**config.mk**
```make
export PLATFORM = sky130hd
export DESIGN_NAME = dtcm_ctrl_flat
export DESIGN_NICKNAME = d
export VERILOG_FILES = /design/src/rtl/dtcm_ctrl_pkg.sv /design/src/rtl/dtcm_ctrl_if.sv /design/src/rtl/dtcm_ld_fmt.sv /design/src/rtl/dtcm_ctrl.sv /design/src/flat_wrapper.sv
export SDC_FILE = /design/constraint.sdc
export NUM_CORES = 1
export LEC_CHECK = 0
export ABC_AREA = 0
export CAP_MARGIN = 25
export CORE_ASPECT_RATIO = 1.25
export CORE_MARGIN = 2
export CORE_UTILIZATION = 36
export CTS_CLUSTER_SIZE = 20
export DETAILED_ROUTE_END_ITERATION = 8
export PLACE_DENSITY = 0.76
export SETUP_SLACK_MARGIN = 0.1
export SLEW_MARGIN = 20
export SYNTH_ARGS = -nofsm -noshare
export SYNTH_HDL_FRONTEND = slang
export SYNTH_SLANG_ARGS = --single-unit
```
**constraint.sdc**
```tcl
create_clock -name clk -period 2.6 [get_ports clk]
set_clock_uncertainty 0.05 [all_clocks]
set_input_delay 0.26 -clock clk [delete_from_list [all_inputs] [get_ports clk]]
set_output_delay 0.26 -clock clk [all_outputs]
set_load 0.05 [all_outputs]
```
**src/rtl/dtcm_ctrl_pkg.sv**
```systemverilog
// Shared types, size encodings and store-lane helpers for the data TCM controller.
// RAM word-address width defaults to 10.
package dtcm_ctrl_pkg;

  localparam int RAM_AW_DEF = 10;
  localparam int DW = 32;
  localparam int MW = DW / 8;

  localparam logic [1:0] LSU_SIZE_B = 2'b00;
  localparam logic [1:0] LSU_SIZE_H = 2'b01;
  localparam logic [1:0] LSU_SIZE_W = 2'b10;

  typedef enum logic [1:0] {
    ST_IDLE = 2'b00,
    ST_DATA = 2'b01,
    ST_HOLD = 2'b10
  } state_t;

  function automatic logic [MW-1:0] st_mask(input logic [1:0] size, input logic [1:0] off);
    case (size)
      LSU_SIZE_B: return 4'b0001 << off;
      LSU_SIZE_H: return 4'b0011 << {off[1], 1'b0};
      default:    return 4'b1111;
    endcase
  endfunction

  function automatic logic [DW-1:0] st_data(input logic [1:0] size, input logic [DW-1:0] wdata);
    case (size)
      LSU_SIZE_B: return {4{wdata[7:0]}};
      LSU_SIZE_H: return {2{wdata[15:0]}};
      default:    return wdata;
    endcase
  endfunction

endpackage

```
**src/rtl/dtcm_ctrl_if.sv**
```systemverilog
// LSU-side command/response handshake bundle of the data TCM controller.
interface dtcm_ctrl_if;
  logic        cmd_valid;
  logic        cmd_ready;
  logic        cmd_read;
  logic [31:0] cmd_addr;
  logic [1:0]  cmd_size;
  logic        cmd_unsigned;
  logic [31:0] cmd_wdata;
  logic        rsp_valid;
  logic        rsp_ready;
  logic [31:0] rsp_rdata;
  logic        rsp_err;

  modport master (
    output cmd_valid, cmd_read, cmd_addr, cmd_size, cmd_unsigned, cmd_wdata, rsp_ready,
    input  cmd_ready, rsp_valid, rsp_rdata, rsp_err
  );

  modport slave (
    input  cmd_valid, cmd_read, cmd_addr, cmd_size, cmd_unsigned, cmd_wdata, rsp_ready,
    output cmd_ready, rsp_valid, rsp_rdata, rsp_err
  );
endinterface

```
**src/rtl/dtcm_ld_fmt.sv**
```systemverilog
// Load formatter: picks the byte/half lane of a RAM word and sign/zero extends it.
module dtcm_ld_fmt
  import dtcm_ctrl_pkg::*;
(
  input  logic [DW-1:0] dout,
  input  logic [1:0]    off,
  input  logic [1:0]    size,
  input  logic          uns,
  output logic [DW-1:0] data
);

  logic [DW-1:0] shifted;
  logic [7:0]    lane_b;
  logic [15:0]   lane_h;

  always_comb begin
    shifted = dout >> {off, 3'b000};
    lane_b  = shifted[7:0];
    lane_h  = off[1] ? dout[31:16] : dout[15:0];
    case (size)
      LSU_SIZE_B: data = {{24{lane_b[7] & ~uns}}, lane_b};
      LSU_SIZE_H: data = {{16{lane_h[15] & ~uns}}, lane_h};
      default:    data = dout;
    endcase
  end

endmodule

```
**src/rtl/dtcm_ctrl.sv**
```systemverilog
// Data TCM access controller: LSU load/store commands to dtcm_ram accesses and formatted responses.
// Misaligned half/word accesses are flagged as errors when DTCM_MISALIGN_CHK_EN is defined.
module dtcm_ctrl
  import dtcm_ctrl_pkg::*;
#(
  parameter int RAM_AW = RAM_AW_DEF
) (
  input  logic              clk,
  input  logic              rst,
  dtcm_ctrl_if.slave        lsu,
  output logic              ram_we,
  output logic [RAM_AW-1:0] ram_addr,
  output logic [DW-1:0]     ram_din,
  output logic [MW-1:0]     ram_wem,
  input  logic [DW-1:0]     ram_dout
);

  state_t              state;
  logic                lat_read;
  logic                lat_uns;
  logic                lat_err;
  logic [1:0]          lat_size;
  logic [1:0]          lat_off;
  logic [RAM_AW-1:0]   addr_q;
  logic [DW-1:0]       hold_data;
  logic                hold_err;
  logic [DW-1:0]       fmt_data;
  logic [DW-1:0]       data_now;
  logic                accept;
  logic                cmd_misalign;
  logic [1:0]          cmd_off;
  logic                unused_addr;

  assign unused_addr = ^lsu.cmd_addr[31:RAM_AW+2];

  // Without the check, misaligned low bits are dropped so the access aligns down.
  always_comb begin
    cmd_misalign = 1'b0;
    cmd_off      = lsu.cmd_addr[1:0];
    case (lsu.cmd_size)
      LSU_SIZE_B: ;
      LSU_SIZE_H: begin
`ifdef DTCM_MISALIGN_CHK_EN
        cmd_misalign = lsu.cmd_addr[0];
`else
        cmd_off[0] = 1'b0;
`endif
      end
      default: begin
`ifdef DTCM_MISALIGN_CHK_EN
        cmd_misalign = |lsu.cmd_addr[1:0];
`else
        cmd_off = 2'b00;
`endif
      end
    endcase
  end

  // Gated by rst so nothing is accepted, and no write issued, while reset is held.
  assign lsu.cmd_ready = ~rst & ((state == ST_IDLE) | ((state == ST_DATA) & lsu.rsp_ready));
  assign accept        = lsu.cmd_valid & lsu.cmd_ready;

  assign ram_we   = accept & ~lsu.cmd_read & ~cmd_misalign;
  assign ram_addr = accept ? lsu.cmd_addr[RAM_AW+1:2] : addr_q;
  assign ram_din  = st_data(lsu.cmd_size, lsu.cmd_wdata);
  assign ram_wem  = ram_we ? st_mask(lsu.cmd_size, cmd_off) : '0;

  dtcm_ld_fmt u_ld_fmt (
    .dout (ram_dout),
    .off  (lat_off),
    .size (lat_size),
    .uns  (lat_uns),
    .data (fmt_data)
  );

  assign data_now = (lat_read & ~lat_err) ? fmt_data : '0;

  always_comb begin
    lsu.rsp_valid = 1'b0;
    lsu.rsp_rdata = '0;
    lsu.rsp_err   = 1'b0;
    case (state)
      ST_DATA: begin
        lsu.rsp_valid = 1'b1;
        lsu.rsp_rdata = data_now;
        lsu.rsp_err   = lat_err;
      end
      ST_HOLD: begin
        lsu.rsp_valid = 1'b1;
        lsu.rsp_rdata = hold_data;
        lsu.rsp_err   = hold_err;
      end
      default: ;
    endcase
  end

  always_ff @(posedge clk or posedge rst) begin
    if (rst) begin
      state     <= ST_IDLE;
      lat_read  <= 1'b0;
      lat_uns   <= 1'b0;
      lat_err   <= 1'b0;
      lat_size  <= 2'b00;
      lat_off   <= 2'b00;
      addr_q    <= '0;
      hold_data <= '0;
      hold_err  <= 1'b0;
    end else begin
      if (accept) begin
        lat_read <= lsu.cmd_read;
        lat_uns  <= lsu.cmd_unsigned;
        lat_err  <= cmd_misalign;
        lat_size <= lsu.cmd_size;
        lat_off  <= cmd_off;
        addr_q   <= lsu.cmd_addr[RAM_AW+1:2];
      end
      case (state)
        ST_IDLE: begin
          if (accept) state <= ST_DATA;
        end
        ST_DATA: begin
          if (lsu.rsp_ready) begin
            state <= lsu.cmd_valid ? ST_DATA : ST_IDLE;
          end else begin
            // RAM output is only valid this cycle, so freeze the formatted word.
            hold_data <= data_now;
            hold_err  <= lat_err;
            state     <= ST_HOLD;
          end
        end
        ST_HOLD: begin
          if (lsu.rsp_ready) state <= ST_IDLE;
        end
        default: state <= ST_IDLE;
      endcase
    end
  end

endmodule

```
**src/flat_wrapper.sv**
```systemverilog
// flat-port wrapper written by rule: the top's interface ports become plain ports
module dtcm_ctrl_flat import dtcm_ctrl_pkg::*;
#(
  parameter int RAM_AW = RAM_AW_DEF
)
  (clk, rst, ram_we, ram_addr, ram_din, ram_wem, ram_dout, lsu_cmd_valid, lsu_cmd_read, lsu_cmd_addr, lsu_cmd_size, lsu_cmd_unsigned, lsu_cmd_wdata, lsu_rsp_ready, lsu_cmd_ready, lsu_rsp_valid, lsu_rsp_rdata, lsu_rsp_err);
  dtcm_ctrl_if lsu_i ();
  input  logic clk;
  input  logic rst;
  output logic ram_we;
  output logic [RAM_AW-1:0] ram_addr;
  output logic [DW-1:0] ram_din;
  output logic [MW-1:0] ram_wem;
  input  logic [DW-1:0] ram_dout;
  input wire logic [$bits(lsu_i.cmd_valid)-1:0] lsu_cmd_valid;
  input wire logic [$bits(lsu_i.cmd_read)-1:0] lsu_cmd_read;
  input wire logic [$bits(lsu_i.cmd_addr)-1:0] lsu_cmd_addr;
  input wire logic [$bits(lsu_i.cmd_size)-1:0] lsu_cmd_size;
  input wire logic [$bits(lsu_i.cmd_unsigned)-1:0] lsu_cmd_unsigned;
  input wire logic [$bits(lsu_i.cmd_wdata)-1:0] lsu_cmd_wdata;
  input wire logic [$bits(lsu_i.rsp_ready)-1:0] lsu_rsp_ready;
  output wire logic [$bits(lsu_i.cmd_ready)-1:0] lsu_cmd_ready;
  output wire logic [$bits(lsu_i.rsp_valid)-1:0] lsu_rsp_valid;
  output wire logic [$bits(lsu_i.rsp_rdata)-1:0] lsu_rsp_rdata;
  output wire logic [$bits(lsu_i.rsp_err)-1:0] lsu_rsp_err;
  assign lsu_i.cmd_valid = lsu_cmd_valid;
  assign lsu_i.cmd_read = lsu_cmd_read;
  assign lsu_i.cmd_addr = lsu_cmd_addr;
  assign lsu_i.cmd_size = lsu_cmd_size;
  assign lsu_i.cmd_unsigned = lsu_cmd_unsigned;
  assign lsu_i.cmd_wdata = lsu_cmd_wdata;
  assign lsu_i.rsp_ready = lsu_rsp_ready;
  assign lsu_cmd_ready = lsu_i.cmd_ready;
  assign lsu_rsp_valid = lsu_i.rsp_valid;
  assign lsu_rsp_rdata = lsu_i.rsp_rdata;
  assign lsu_rsp_err = lsu_i.rsp_err;
  dtcm_ctrl #(.RAM_AW(RAM_AW)) u_core (.clk(clk), .rst(rst), .lsu(lsu_i), .ram_we(ram_we), .ram_addr(ram_addr), .ram_din(ram_din), .ram_wem(ram_wem), .ram_dout(ram_dout));
endmodule
```
==> impl_metrics.py <==
metrics = {
    "run_status": {
        "outcome": "finished clean",
    },
    "setup_path": {
        "ff2ff_setup_slack_ns": 0.80,
        "cp_cell_sequence": "inv_1 -> ha_2 -> a21oi_1 -> nand3b_1 -> or3b_2 -> a21oi_2 -> buf_12",
        "startpoint_type": "flop",
        "path_class": "reg -> out",
        "crit_buf_inv": 2,
        "crit_family": "simple AND/OR/NAND/NOR gates",
        "r2r-end": "u_core.addr_q[6]",
        "crit_path_max_fanout": 5,
        "crit_slowest_cell": "or3b_2",
        "worstSetupEndpointType": "output pin",
        "critical_path_required_ns": 2.29,
        "worst_ep_arrival_time_ns": 2.14,
        "worstReg2RegStart": "u_core.state[0]",
        "crit_path_max_incr_delay_ns": 0.50,
        "rr_worst_depth": 6,
    },
    "cts": {
        "clk_pin_slew_ns": 0.07,
        "htree_levels": 2,
        "clock_sink_count": 50,
        "cts_hold_buf": 0,
        "cts_tree": "yes",
        "clkLatencyLatePin_ns": 0.29,
        "cts_root_buf": "clkbuf_16",
        "clk_path_buf_depth": 2,
        "cts_buffers": 5,
    },
    "finish": {
        "diodes": 0,
        "drive_gt1_share_pct": 35.89,
        "syn2layout_area_growth_pct": 73.40,
        "nets": 627,
        "final_cells": 644,
    },
    "synthesis": {
        "synth_edf_count": 0,
        "synth_cells": 363,
        "yosys.area.top_type": "dfrtp_1",
        "synth_cell_types": 43,
        "synth_top_area_share_pct": 37.11,
        "synth_seq_area_share_pct": 37.11,
        "syn_area_um2": 3372,
        "async_flop_share_pct": 100.0,
        "yosysWarnings": 0,
        "syn_avg_cell_area_um2": 9.289,
        "synthFlopType": "dfrtp_1",
        "synth-seq-cells": 50,
        "netlist_top_cells_area": "dfrtp_1 37%, mux2_2 12%, a22oi_1 7.1%",
        "syn-num-nets": 470,
    },
    "routing": {
        "ant_nets": 0,
        "routed_wl_um": 10760,
        "drc": 0,
        "first_pass_iters": 4,
        "viasPerCell": 5.416,
        "num_vias": 3488,
        "drtIter0Drc": 210,
        "routedWlPerCell_um": 16.70,
    },
    "timing": {
        "hold_violations": 0,
        "finalSetupViolCount": 0,
        "fin_setup_tns_ns": 0,
        "timing.final.ws_setup_ns": 0.1510,
        "fmax_mhz": 408.3,
        "rsz0062_at_grt": "yes",
        "relSlewSlack_pct": 56.71,
        "slew_viol_final": 0,
        "period_needed_ns": 2.449,
        "tightest_slew_ns": 0.6493,
        "min_period_over_period_pct": 94.19,
    },
    "placement": {
        "gp_congestion": 0.8554,
        "dp_hpwl_um": 8325,
        "placedCellCount": 631,
        "portBuffers": 164,
        "pre_cts_ws_ns": 0.2467,
    },
    "flow_run": {
        "maxCapViolCount": 0,
    },
    "global_routing": {
        "grt_max_degree": 52,
        "gr-total-overflow": 0,
        "grt_pass1_wl_um": 17150,
        "grtUsageTotal_pct": 20.79,
        "first_global_vias": 3578,
        "antenna_found_initial": 0,
    },
    "power_and_ir_drop": {
        "sw_frac_of_total_pct": 46.18,
        "p_clk_share_pct": 11.1,
        "pwr-share-seq_pct": 22.6,
        "p_per_area_nw_per_um2": 976.2,
        "p_sw_uw": 2636,
        "p_leak_uw": 0.002510,
        "p_comb_share_pct": 66.2,
        "fin_total_pwr_uw": 5708,
        "p_int_uw": 3072,
        "vdd_drop_max_mv": 0.6789,
    },
    "floorplanning": {
        "core-area_um2": 9125,
        "die-area_um2": 10160,
        "io_pins": 186,
        "rows": 39,
        "dieWidth_um": 90.57,
        "die_h_um": 112.2,
        "start_util_pct": 36.95,
    },
    "worst_hold_path": {
        "hold_path.startpoint": "u_core.hold_data[13]",
        "holdPathEnd": "u_core.hold_data[13]",
        "hold_depth": 2,
        "worstHoldPathType": "reg -> reg",
    },
}
## what timing repair did
action                     CTS  global route
gates resized for setup      6            12
setup endpoints to repair   41            35
buffers inserted             1             4
gates cloned                 0             0
pin swaps                    1             0
## sequential cells by signal (all words and copies together) (netlist names)
name,flops
u_core.lat_read,1
u_core.hold_data,32
u_core.state,2
u_core.lat_off,2
u_core.lat_size,2
u_core.addr_q,10
u_core.lat_uns,1
## Yosys cell counts, types with 2 or more instances
library cell	n
ha_1	3
nand2b_1	3
nor3_1	3
nor2_1	24
clkbuf_1	20
o21ai_2	2
mux2_2	37
o22ai_2	8
mux2i_1	10
and2b_1	3
a22oi_1	32
dfrtp_1	50
o21ai_1	16
a32oi_1	7
and2_1	8
buf_2	3
nand3b_1	2
nand2_1	62
buf_4	11
inv_1	5
a221o_1	14
o21ai_0	12
nor2b_1	6
a21oi_1	3
## cells in the final DEF, fill, tap and decap left out, types with 2 or more instances in the layout
cell / instances
clkdlybuf4s50_1: 93
nand2_1: 52
dfrtp_1: 47
buf_12: 46
buf_4: 45
mux2_2: 37
a22oi_1: 31
nor2_1: 22
a221o_1: 14
o21ai_0: 11
o21ai_2: 10
nand2_2: 10
o21ai_1: 9
mux2i_1: 8
and2_1: 8
o22ai_2: 8
a32oi_1: 7
nor2b_1: 6
clkbuf_16: 5
inv_1: 4
nand2b_1: 3
and2b_1: 3
dfrtp_2: 3
nand3b_1: 2
mux2i_4: 2
nor3_1: 2
a21oi_1: 2
nor2_2: 2
ha_2: 2
buf_6: 2
## routing by layer
metal,up-vias,share of wire (%),global-route usage [%]
li1,1636,-,-
met1,1649,36,22.32
met2,181,53,38.86
met3,22,8.1,5.101
met4,0,2.7,8.205
met5,-,0,0
## tightest hold or removal path, cell delays in order, from the launching register on
cell and delay [ns]:
dfrtp_1 0.34, nand2_1 0.05, o21ai_1 0.06
## through the flow
step | utilization, % | hold slack, ns | instance area, um^2
floorplan | - | 0.2598 | 3456
global placement | 61.09 | 0.4152 | 5574
detailed placement | 61.09 | 0.4213 | 5574
CTS | 63.05 | 0.4368 | 5753
global route | 64.08 | 0.4632 | 5847
finish | 64.08 | 0.4356 | 5847
## worst max path at each step
stage / startpoint / end / slack, ns / cells after the start
2_1_floorplan: u_core.state[0] / lsu_rsp_rdata[7] / 0.04 / 5
3_3_place_gp: ram_dout[31] / lsu_rsp_rdata[7] / 0.28 / 6
3_5_place_dp: ram_dout[23] / lsu_rsp_rdata[27] / 0.25 / 7
4_1_cts: u_core.lat_size[1] / lsu_rsp_rdata[8] / 0.1 / 6
5_1_grt: u_core.state[1] / ram_wem[0] / 0.06 / 7
6_report: u_core.state[1] / ram_wem[0] / 0.15 / 7
## power groups by stage
stage               logic, uW  clock network (uW)  registers, uW
floorplan                2390                   0           1190
global placement         3550                   0           1280
detailed placement       3610                   0           1300
CTS                      3670                 651           1290
global route             3980                 681           1320
finish                   3780                 635           1290
## cell type report
cell class / count / area [um^2]
Timing Repair Buffer: 186 / 2212
Multi-Input combinational cell: 272 / 2061
Clock inverter: 2 / 13.76
Fill cell: 742 / 3278
Sequential cell: 50 / 1255
Inverter: 5 / 22.52
Tap cell: 123 / 153.9
Clock buffer: 6 / 128.9
## kinds of logic after synthesis
logic type / Yosys count / synth area share, %
muxes: 47 / 15.32
DFF: 50 / 37.11
buffers and inverters: 41 / 6.122
adders and majority gates: 3 / 1.113
other: 1 / 0.1112
and+or+nand+nor: 120 / 16.48
AOI/OAI and AO/OA: 101 / 23.75
Power figures use the tool's default switching activity.
